[config.mk]
export PLATFORM = sky130hd
export DESIGN_NAME = imem_loader_flat
export DESIGN_NICKNAME = d
export VERILOG_FILES = /design/src/rtl/imem_loader_if.sv /design/src/rtl/imem_loader.sv /design/src/flat_wrapper.sv
export SDC_FILE = /design/constraint.sdc
export NUM_CORES = 1
export LEC_CHECK = 0
export CORE_ASPECT_RATIO = 1.75
export CORE_MARGIN = 4
export CORE_UTILIZATION = 50
export CTS_CLUSTER_SIZE = 20
export DETAILED_ROUTE_END_ITERATION = 8
export GPL_TIMING_DRIVEN = 0
export PLACE_DENSITY_LB_ADDON = 0.1
export SYNTH_ARGS = -nofsm -noshare
export SYNTH_HDL_FRONTEND = slang
export SYNTH_SLANG_ARGS = --single-unit
[constraint.sdc]
create_clock -name clk -period 6.25 [get_ports clk]
set_input_delay 1.5625 -clock clk [delete_from_list [all_inputs] [get_ports clk]]
set_output_delay 1.5625 -clock clk [all_outputs]
set_load 0.01 [all_outputs]
[src/rtl/imem_loader_if.sv]
`default_nettype none
// =============================================================================
// imem_loader_if : boot byte stream, instruction-memory write port, boot status
// Revision: 1.0
// =============================================================================
interface imem_loader_if;
  logic        in_valid;
  logic [7:0]  in_data;
  logic        in_ready;
  logic        restart;
  logic        wr_en;
  logic [31:0] wr_addr;
  logic [31:0] wr_data;
  logic        done;
  logic        err;
  logic        core_rst_n;

  // master: stream source / boot controller side
  modport master (
    output in_valid, in_data, restart,
    input  in_ready, wr_en, wr_addr, wr_data, done, err, core_rst_n
  );

  // slave: the loader itself
  modport slave (
    input  in_valid, in_data, restart,
    output in_ready, wr_en, wr_addr, wr_data, done, err, core_rst_n
  );
endinterface
`default_nettype wire

[src/rtl/imem_loader.sv]
`default_nettype none
// =============================================================================
// imem_loader : assembles a little-endian boot stream into words for the IMEM
// Revision: 1.0
// =============================================================================
module imem_loader #(
  parameter int unsigned ROM_SIZE = 32
) (
  input  logic          clk,
  input  logic          rst_n,
  imem_loader_if.slave  bus
);

  typedef enum logic [2:0] {
    ST_HDR   = 3'd0,
    ST_LOAD  = 3'd1,
    ST_FLUSH = 3'd2,
    ST_DONE  = 3'd3,
    ST_ERR   = 3'd4
  } state_e;

  localparam logic [31:0] C_ROM_SIZE = 32'(ROM_SIZE);

  state_e      state_q;
  logic [1:0]  byte_cnt_q;
  logic [23:0] shift_q;
  logic [31:0] n_q;
  logic [31:0] idx_q;
  logic        in_ready_q;
  logic        wr_en_q;
  logic [31:0] wr_addr_q;
  logic [31:0] wr_data_q;
  logic        done_q;
  logic        err_q;
  logic        core_rst_n_q;

  logic        w_accept;
  logic [31:0] w_word;
  logic        w_last_byte;

  // Only the three older bytes are stored; the newest byte completes the word.
  assign w_accept    = bus.in_valid & in_ready_q;
  assign w_word      = {bus.in_data, shift_q};
  assign w_last_byte = (byte_cnt_q == 2'd3);

  assign bus.in_ready   = in_ready_q;
  assign bus.wr_en      = wr_en_q;
  assign bus.wr_addr    = wr_addr_q;
  assign bus.wr_data    = wr_data_q;
  assign bus.done       = done_q;
  assign bus.err        = err_q;
  assign bus.core_rst_n = core_rst_n_q;

  always_ff @(posedge clk or negedge rst_n) begin
    if (!rst_n) begin
      state_q      <= ST_HDR;
      byte_cnt_q   <= 2'd0;
      shift_q      <= 24'd0;
      n_q          <= 32'd0;
      idx_q        <= 32'd0;
      in_ready_q   <= 1'b0;
      wr_en_q      <= 1'b0;
      wr_addr_q    <= 32'd0;
      wr_data_q    <= 32'd0;
      done_q       <= 1'b0;
      err_q        <= 1'b0;
      core_rst_n_q <= 1'b0;
    end else begin
      wr_en_q <= 1'b0;
      case (state_q)
        ST_HDR: begin
          in_ready_q <= 1'b1;
          if (w_accept) begin
            byte_cnt_q <= byte_cnt_q + 2'd1;
            shift_q    <= w_word[31:8];
            if (w_last_byte) begin
              if (w_word == 32'd0) begin
                state_q      <= ST_DONE;
                in_ready_q   <= 1'b0;
                done_q       <= 1'b1;
                core_rst_n_q <= 1'b1;
              end else if (w_word > C_ROM_SIZE) begin
                state_q    <= ST_ERR;
                in_ready_q <= 1'b0;
                err_q      <= 1'b1;
              end else begin
                state_q <= ST_LOAD;
                n_q     <= w_word;
                idx_q   <= 32'd0;
              end
            end
          end
        end

        ST_LOAD: begin
          if (w_accept) begin
            byte_cnt_q <= byte_cnt_q + 2'd1;
            shift_q    <= w_word[31:8];
            if (w_last_byte) begin
              wr_en_q   <= 1'b1;
              wr_addr_q <= idx_q << 2;
              wr_data_q <= w_word;
              idx_q     <= idx_q + 32'd1;
              if (idx_q + 32'd1 == n_q) begin
                state_q    <= ST_FLUSH;
                in_ready_q <= 1'b0;
              end
            end
          end
        end

        // Final write strobe is on the bus during this cycle.
        ST_FLUSH: begin
          state_q      <= ST_DONE;
          done_q       <= 1'b1;
          core_rst_n_q <= 1'b1;
        end

        ST_DONE, ST_ERR: begin
          if (bus.restart) begin
            state_q      <= ST_HDR;
            byte_cnt_q   <= 2'd0;
            idx_q        <= 32'd0;
            in_ready_q   <= 1'b1;
            done_q       <= 1'b0;
            err_q        <= 1'b0;
            core_rst_n_q <= 1'b0;
          end
        end

        default: begin
          state_q    <= ST_HDR;
          in_ready_q <= 1'b0;
        end
      endcase
    end
  end

endmodule
`default_nettype wire

[src/flat_wrapper.sv]
// flat-port wrapper written by rule: the top's interface ports become plain ports
module imem_loader_flat 
#(
  parameter int unsigned ROM_SIZE = 32
)
  (clk, rst_n, bus_in_valid, bus_in_data, bus_restart, bus_in_ready, bus_wr_en, bus_wr_addr, bus_wr_data, bus_done, bus_err, bus_core_rst_n);
  imem_loader_if bus_i ();
  input  logic clk;
  input  logic rst_n;
  input wire logic [$bits(bus_i.in_valid)-1:0] bus_in_valid;
  input wire logic [$bits(bus_i.in_data)-1:0] bus_in_data;
  input wire logic [$bits(bus_i.restart)-1:0] bus_restart;
  output wire logic [$bits(bus_i.in_ready)-1:0] bus_in_ready;
  output wire logic [$bits(bus_i.wr_en)-1:0] bus_wr_en;
  output wire logic [$bits(bus_i.wr_addr)-1:0] bus_wr_addr;
  output wire logic [$bits(bus_i.wr_data)-1:0] bus_wr_data;
  output wire logic [$bits(bus_i.done)-1:0] bus_done;
  output wire logic [$bits(bus_i.err)-1:0] bus_err;
  output wire logic [$bits(bus_i.core_rst_n)-1:0] bus_core_rst_n;
  assign bus_i.in_valid = bus_in_valid;
  assign bus_i.in_data = bus_in_data;
  assign bus_i.restart = bus_restart;
  assign bus_in_ready = bus_i.in_ready;
  assign bus_wr_en = bus_i.wr_en;
  assign bus_wr_addr = bus_i.wr_addr;
  assign bus_wr_data = bus_i.wr_data;
  assign bus_done = bus_i.done;
  assign bus_err = bus_i.err;
  assign bus_core_rst_n = bus_i.core_rst_n;
  imem_loader #(.ROM_SIZE(ROM_SIZE)) u_core (.clk(clk), .rst_n(rst_n), .bus(bus_i));
endmodule
* Yosys cells after proc, flatten, opt, wreduce, memory -nomap -nowiden
Index checks and enable logic that the tools add are counted.
** Operators by class
- Reduce and logical (&&, ||, !) cells :: 17
- Multiply operators :: 0
- Equality and inequality tests :: 17
- Multiplexer cells :: 42
- Divide/modulo/power cells :: 0
- $lt $le $gt $ge :: 1
- Bitwise gates (word level) :: 4
- Shift operators :: 0
- Add/subtract/negate cells :: 2
** Operator list (count)
- $mux W32 :: 7
- $pmux W32 S3 :: 1
- $add A32 B1 Y32 const B :: 1
- $eq A32 B32 Y1 :: 1
- $gt A32 B6 Y1 const B :: 1
- $logic_not A32 Y1 :: 1
- $mux W3 :: 8
- $mux W1 :: 19
- $ne A2 B1 Y1 const B :: 8
- $reduce_and A5 Y1 :: 3
- $pmux W3 S4 :: 1
- $reduce_and A6 Y1 :: 2
- $reduce_and A8 Y1 :: 1
- $eq A3 B2 Y1 const B :: 2
- $ne A2 B2 Y1 const B :: 3
- $reduce_and A3 Y1 :: 2
- $reduce_bool A3 Y1 :: 2
- $mux W2 :: 2
- $pmux W1 S4 :: 1
- $pmux W2 S2 :: 1
- $reduce_bool A2 Y1 :: 2
- $reduce_or A2 Y1 :: 2
- $eq A3 B1 Y1 const B :: 1
- $eq A3 B3 Y1 const B :: 1
- 8 further kinds :: 10
** Word-level totals
- Input bits :: 12
- Flip-flop bits (word level) :: 159
- Memories :: 0
- Bits in writable memories :: 0
- Bits in latches :: 0
- Memory bits (read-only) :: 0

* Logic depth before layout (Yosys ltp)
Gate-level depths: netlist of the first run.
- Word-level depth :: 6
- Depth in mapped cells :: 9
- Gate-level depth less buffers :: 8

* Worst setup path after synthesis of the first run
No wires, ideal clock.
- Kind :: input to register
- From :: input port bus_in_data[2]
- To :: register u_core.idx_q[17]
- Stages on the path :: 8
- Data required time :: 6.116 ns
- Arrival :: 3.068 ns
- Path slack :: 3.049 ns
- Setup time :: 0.134 ns
- Path through :: nor4_1 -> nand3_1 -> o41ai_1 -> a31oi_1 -> o21ba_2 -> clkbuf_1 -> o21ai_0 -> o41ai_1
** Between the ends
- Cells in the longest elaborated chain, start to end :: 3
- Elaborated cells between the ends (all ways) :: 5
- Classes of those cells :: 1 x order compare; 2 x eq/ne; 2 x reduce/logical
** Ends and longest elaborated chain
- start: declaration :: RTL line flat_wrapper.sv:11 : input wire logic [$bits(bus_i.in_data)-1:0] bus_in_data;
- $gt A32 B6 Y1 / $logic_not A32 Y1 (equally long branches) :: RTL line imem_loader.sv:82, imem_loader.sv:77
- $ne A2 B2 Y1 (no line)
- $reduce_and A8 Y1 (no line) *
- end signal: assignment :: RTL line imem_loader.sv:103 : idx_q <= idx_q + 32'd1;
- end: declaration :: RTL line imem_loader.sv:28 : logic [31:0] idx_q;
Mark *: on every way between the ends. The rest lies on a longest branch, timed or not.
A chain may end at the register's enable or synchronous reset.

* Worst setup path after layout of the first run
- From :: input port bus_in_data[3]
- To :: register u_core.idx_q[20]
The elaborated chain is that of the path after synthesis.

==> flow_summary_export.csv, run 1 <==
group,metric,value,unit
route,ant_nets,0,
timing,worstMarginPinSlew,1230,ps
cells_and_area,instances_no_fill,1206,
pwr,combPwrFrac,9.4,%
timing,min_period_over_period,67.9,%
global_routing,grt_usage,26.4,%
clock_network,clock-sinks,159,
die,fp.dieW,103,um
die,start_util,51.0,%
die,core.rowCount,60,
global_routing,grt_start_max_net_pins,120,
yosys,synth-seq-cells,159,
clock_network,root_buffer,"clkbuf_16",
pwr,vdd_drop_max,247,uV
timing,rsz0062_at_grt,"no",
yosys,async_flop_share,100,%
timing,setup_violations,0,
yosys,yosysWarnings,0,
cells_and_area,areaGrowthSynthToFinish,20.8,%
pwr,powerDensity,268,nW/um2
pwr,switching_power,0.712,mW
yosys,synth_top_area_cell,"dfrtp_1",
worst_setup_path,crit_top_cell,"a31oi_1",
route,drt-initial-drc-count,283,
timing,hold_viol_final,0,
pwr,seqPwrFrac,48.6,%
worst_setup_path,reg2regPathDepth,9,
worst_setup_path,cp_slowest_cell,"o21bai_1",
die,dieArea,17900,um2
yosys,synthFlopType,"dfrtp_1",
min_path,min_path_cells,2,
route,vias,6795,
worst_setup_path,cp.arrival,4480,ps
clock_network,cts_made_buffers,17,
yosys,synthTopCellsByArea,"dfrtp_1 (50%), nand2_1 (14%), o21ai_0 (2.9%)",
min_path,hold_end,"u_core.bus.wr_addr[21]",
global_routing,overflow,0,
pwr,power.internal,1.84,mW
timing,fin_crit,4240,ps
worst_setup_path,path_max_fanout,10,
worst_setup_path,critPathTopFamily,"compound AO/OA/AOI/OAI gates",
clock_network,cts_tree,"yes",
clock_network,insertion_delay,430,ps
die,core,15500,um2
global_routing,grt_pass1_vias,6992,
cells_and_area,finalNetCount,1021,
worst_setup_path,worstSetupPathType,"input pin to flop",
die,die_h,174,um
cells_and_area,antenna_cells,0,
min_path,min-delay-path-class,"flop to flop",
worst_setup_path,rr_startpoint,"u_core.idx_q[1]",
clock_network,clk_pin_slew,70,ps
worst_setup_path,setup.worst_path.end_class,"flop",
clock_network,clk_path_buf_depth,2,
clock_network,post_cts_resized,0,
job,maxCapViolCount,0,
run_status,outcome,"completed",
route,routed_wl,22200,um
yosys,synth_top_area_share,50.4,%
clock_network,cts_setup_buffers,0,
yosys,synth_edf_count,0,
placement,dp_cells,1174,
timing,max_freq,236,MHz
clock_network,cts_max_level,4,
worst_setup_path,slowest_delay,970,ps
yosys,ys_types,69,
route,dr.pass1.iters,5,
placement,gp_congestion,0.946,
worst_setup_path,cp_cell_sequence,"clkdlybuf4s50_1 -> nor4_1 -> nand3_1 -> o41ai_1 -> a31oi_1 -> o21bai_1 -> a31oi_1",
timing,slew_headroom,17.5,%
route,drc,0,
die,io_pins,81,
pwr,power.leakage,4.49,nW
pwr,power.clock.fraction,42.0,%
placement,port_buffers,77,
global_routing,antenna_found_initial,0,
route,drt-vias-per-instance,5.63,
placement,dp_hpwl,16300,um
yosys,ys_seq_area_share,50.4,%
clock_network,hold_buffers,0,
cells_and_area,drive_gt1_share,8.04,%
yosys,syn_area_per_cell,8.68,um2
timing,slew_viol_final,0,
global_routing,grt_first_pass_wirelength,36900,um
worst_setup_path,r2r_slack,2920,ps
worst_setup_path,regToRegEndpoint,"u_core.state_q[0]",
yosys,synth_area,7890,um2
timing,fin_skew,11.2,ps
pwr,swShare,27.9,%
worst_setup_path,required,6480,ps
worst_setup_path,critPathLaunchType,"input pin",
cells_and_area,utilization,61.6,%
yosys,synth_cells,909,
route,wire_per_inst,18.4,um
min_path,min-delay-start,"u_core.bus.wr_addr[21]",
worst_setup_path,critPathBufInv,1,
==> worst min-delay path, cell delays in order, from the launching register on <==
cell and delay (ps):
dfrtp_1 340, nand2_1 50, nand2_1 50
==> metal layers <==
| metal | global-route usage, % | part of all wire [%] |
|---|---|---|
| met3 | 5.10 | 4.0 |
| met2 | 45.4 | 53 |
| met1 | 30.7 | 38 |
| met4 | 12.6 | 4.8 |
| met5 | 0 | 0 |
==> state kept, by name, indices dropped and copies added, names as in the netlist, 2 cells and up <==
name	cells
u_core.shift_q	24
u_core.bus.wr_data	32
u_core.state_q	3
u_core.n_q	32
u_core.idx_q	32
u_core.bus.wr_addr	30
u_core.byte_cnt_q	2
==> layout by cell type (no fill, tap or decap), drive strengths merged, types with 3 or more instances in the layout <==
cell / count
o21a: 4
and4: 8
or3: 5
nand4: 17
o211ai: 3
buf: 24
and3: 10
nand2: 295
nor3: 17
clkdlybuf4s50: 76
nor4: 21
a21oi: 25
o41ai: 4
o21ai: 46
o22ai: 6
a31oi: 24
inv: 16
dfrtp: 159
or4: 6
xnor2: 21
clkinvlp: 3
and2: 26
xor2: 15
nor2: 44
clkbuf: 58
mux2: 6
o31ai: 3
nand3: 31
a211oi: 5
==> stage by stage <==
stage	hold slack (ps)	worst slack (ps)	power [mW]	TNS [ps]	area [um2]
after floorplan	462	3050	1.35	0	7900
after global placement	458	-2930	1.49	-463090	8900
after detailed placement	461	1610	1.50	0	8930
after CTS	479	2070	2.57	0	9530
after global routing	497	1750	2.67	0	9530
final	471	2010	2.56	0	9530
==> cells by family after synthesis <==
group,share of synthesized area [%]
buffers and inverters,3.93
AND/OR/NAND/NOR,29.2
XOR/XNOR,3.99
multiplexers,0.983
flip-flops,50.4
other,0.0475
AO/OA/AOI/OAI,11.2
adder cells (fa/ha/maj),0.317
==> Yosys cell counts (2+ instances only) <==
master      n
o21ba_2     2
o21ai_0    46
nor4_1     20
nor3b_1     2
xnor2_1    21
and4_1      6
nand4_1    16
and2_1     26
ha_1        2
o41ai_1     4
nor3_1     16
buf_2      16
nand2b_1    2
and3_1     10
inv_1       7
nand2_1   294
nand4b_1    2
o21a_1      4
o211ai_1    2
nor2b_1     2
mux2_2      6
clkbuf_1   39
or4_1       5
xor2_1     15
a41o_1      2
buf_4       6
nor4b_1     2
or2_2       2
nand3_1    29
o21bai_1    2
o31ai_1     2
a31oi_1    24
nor2_1     44
a21oi_1    25
dfrtp_1   159
or3_1       4
a211oi_1    5
and4_2      2
o22ai_1     6
==> worst max path at each step <==
stage	from	end	slack [ps]	cells after the start
final	bus_in_data[3]	u_core.idx_q[20]	2010	7
after CTS	bus_in_data[3]	u_core.idx_q[20]	2070	7
after global routing	bus_in_data[5]	u_core.idx_q[20]	1750	7
after global placement	rst_n	u_core.bus.wr_en	-2930	1
after detailed placement	bus_in_data[3]	u_core.idx_q[26]	1610	7
after floorplan	bus_in_data[2]	u_core.idx_q[17]	3050	8
==> power groups by stage <==
| stage | combinational (mW) | clock (mW) | sequential (mW) |
|---|---|---|---|
| finish | 0.241 | 1.07 | 1.24 |
| global route | 0.281 | 1.13 | 1.25 |
| CTS | 0.244 | 1.09 | 1.24 |
| detailed placement | 0.242 | 0 | 1.26 |
| global placement | 0.234 | 0 | 1.26 |
| floorplan | 0.125 | 0 | 1.22 |
==> cell type report <==
| cell class | count | area [um2] |
|---|---|---|
| fillers | 1353 | 5930 |
| inverters | 9 | 33.8 |
| clock buffers | 18 | 429 |
| repair buffers | 78 | 803 |
| well taps | 186 | 233 |
| clock inverters | 14 | 170 |
| multi-input cells | 680 | 3610 |
| flip-flops and latches | 159 | 3980 |
| plain buffers | 62 | 277 |
Note: power is estimated with default switching activity, not from simulation.
==> run 2, diff against run 1 <==
==> constraint.sdc (replaced) <==
create_clock -name clk -period 3.99 [get_ports clk]
set_input_delay 0.9975 -clock clk [delete_from_list [all_inputs] [get_ports clk]]
set_output_delay 0.9975 -clock clk [all_outputs]
set_load 0.01 [all_outputs]
==> results of run 2 <==
The final DEF is identical to that of run 1. Status: completed.
Among the figures that moved: setup slack after placement 1610 ps -> -88.6 ps; setup slack after layout 2010 ps -> 313 ps; hold slack 471 ps -> 433 ps; register-to-register setup slack 2920 ps -> 660 ps; total power 2.56 mW -> 4.00 mW; worst IR drop on VDD 247 uV -> 387 uV
==> run 3, diff against run 2 <==
--- a/config.mk
+++ b/config.mk
@@ -10,8 +10,9 @@
 export CORE_UTILIZATION = 50
 export CTS_CLUSTER_SIZE = 20
 export DETAILED_ROUTE_END_ITERATION = 8
-export GPL_TIMING_DRIVEN = 0
+export GPL_TIMING_DRIVEN = 1
 export PLACE_DENSITY_LB_ADDON = 0.1
+export SLEW_MARGIN = 20
 export SYNTH_ARGS = -nofsm -noshare
 export SYNTH_HDL_FRONTEND = slang
 export SYNTH_SLANG_ARGS = --single-unit
==> flow_summary_export.csv, run 3 (synthesis gave the netlist of run 1 again) <==
group,metric,value,unit
global_routing,antenna_found_initial,0,
timing,setup_tns,0,ps
timing,hold_viol_final,0,
timing,worstMarginPinSlew,685,ps
die,die_h,174,um
die,start_util,51.0,%
timing,max_freq,297,MHz
run_status,outcome,"completed",
clock_network,root_buffer,"clkbuf_16",
timing,fin_crit,3370,ps
global_routing,grt_pass1_vias,6953,
worst_setup_path,required,4300,ps
clock_network,post_cts_resized,0,
cells_and_area,final_common_cell,"nand2_1",
route,drt-vias-per-instance,5.81,
clock_network,cts_made_buffers,17,
cells_and_area,mostFrequentLayoutCells,"nand2_1 (293), dfrtp_1 (159), clkdlybuf4s50_1 (77)",
pwr,vdd_drop_max,261,uV
cells_and_area,drive_gt1_share,7.90,%
cells_and_area,regArea,3980,um2
route,routed_wl,21900,um
timing,slew_headroom,53.9,%
worst_setup_path,setup.worst_path.end_class,"flop",
cells_and_area,fillCellCount,1375,
clock_network,clk_path_buf_depth,2,
die,core,15500,um2
clock_network,cts_setup_buffers,0,
placement,dp_cells,1129,
global_routing,grt_first_pass_wirelength,36300,um
global_routing,grt_start_max_net_pins,90,
job,maxCapViolCount,0,
global_routing,overflow,0,
placement,dp_hpwl,15400,um
cells_and_area,instances_no_fill,1161,
clock_network,cts_max_level,4,
global_routing,grt-busiest-layer,"met2",
global_routing,use_met2,45.6,%
timing,rsz0062_at_grt,"no",
worst_setup_path,cp_cell_sequence,"ha_1 -> and3_1 -> nand3_1 -> a2111oi_0 -> a211oi_1 -> nor4b_1 -> nand4_1 -> a21bo_2",
clock_network,hold_buffers,0,
global_routing,grtUsageMet3,4.70,%
die,io_pins,81,
route,drc,0,
placement,gp_congestion,0.949,
route,vias,6740,
clock_network,cts_tree,"yes",
cells_and_area,areaGrowthSynthToFinish,19.8,%
timing,min_period_over_period,84.5,%
timing,slew_viol_final,0,
pwr,powerDensity,439,nW/um2
clock_network,insertion_delay,420,ps
route,ant_nets,0,
die,fp.dieW,103,um
die,dieArea,17900,um2
timing,setup_violations,0,
pwr,power.leakage,4.44,nW
min_path,min-delay-path-class,"flop to flop",
cells_and_area,finalNetCount,976,
route,drt-initial-drc-count,385,
route,dr.pass1.iters,5,
timing,fin_skew,13.7,ps
route,wire_per_inst,18.9,um
global_routing,grt_use_met1,29.8,%
worst_setup_path,slowest_delay,580,ps
worst_setup_path,worstSetupPathType,"flop to flop",
cells_and_area,antenna_cells,0,
worst_setup_path,critPathBufInv,0,
worst_setup_path,critPathLaunchType,"flop",
die,core.rowCount,60,
worst_setup_path,critPathTopFamily,"simple AND/OR/NAND/NOR gates",
worst_setup_path,cp.arrival,3680,ps
clock_network,clk_pin_slew,60,ps
placement,port_buffers,78,
clock_network,clock-sinks,159,
worst_setup_path,path_max_fanout,11,
worst_setup_path,cp_slowest_cell,"dfrtp_1",
global_routing,grt_usage,25.8,%
cells_and_area,multi_input_area,3610,um2
run 3: cell count changes in the layout (fill, tap and decap cells not counted), sizes merged:
cell / delta
buf: -6
bufinv: +2
clkdlybuf4s50: +1
clkinvlp: -2
clkbuf: -40
run 3: layout make-up:
type                            count  share of cell area (%)
Inverter                            9                   0.357
Timing Repair Buffer               95                    10.0
Multi-Input combinational cell    680                    38.2
Sequential cell                   159                    42.1
Tap cell                          186                    2.46
Clock inverter                     14                    2.26
Clock buffer                       18                    4.64
run 3: report_power, final:
part | switching [mW] | internal, mW
registers | 0.192 | 1.76
logic | 0.196 | 0.174
clock network | 0.732 | 1.09
run 3: final timing paths:
path / startpoint / endpoint / slack, ps / cells after the start
max: u_core.idx_q[0] / u_core.state_q[0] / 620 / 8
max in group asynchronous: rst_n / u_core.bus.in_ready / 2530 / 2
min reg2reg: u_core.bus.wr_addr[14] / u_core.bus.wr_addr[14] / 470 / 2
min: u_core.bus.wr_addr[14] / u_core.bus.wr_addr[14] / 470 / 2
min in group asynchronous: rst_n / u_core.bus.wr_addr[6] / 590 / 1
max reg2reg: u_core.idx_q[0] / u_core.state_q[0] / 620 / 8
run 3: metrics by stage:
step | util, % | hold WS (ps) | power, mW | setup slack, ps | cell area [um2]
2_1_floorplan | - | 462 | 2.11 | 1350 | 7900
3_3_place_gp | 56.9 | 457 | 2.34 | 415 | 8800
3_5_place_dp | 56.9 | 462 | 2.36 | 350 | 8800
4_1_cts | 61.1 | 478 | 4.19 | 625 | 9460
5_1_grt | 61.1 | 496 | 4.32 | 427 | 9460
6_report | 61.1 | 472 | 4.15 | 620 | 9460
run 3: layer usage:
layer / wire (um) / vias up
met5: 0 / -
met4: 776 / 0
met3: 836 / 52
met2: 11800 / 178
met1: 8530 / 3297
li1: - / 3213
run 3: worst reg2reg max path, delay by kind of cell (launching register included):
family,cells,cell delay (ps)
flops,1,580
compound gates,3,910
fa+ha+maj,1,360
simple gates,4,1430
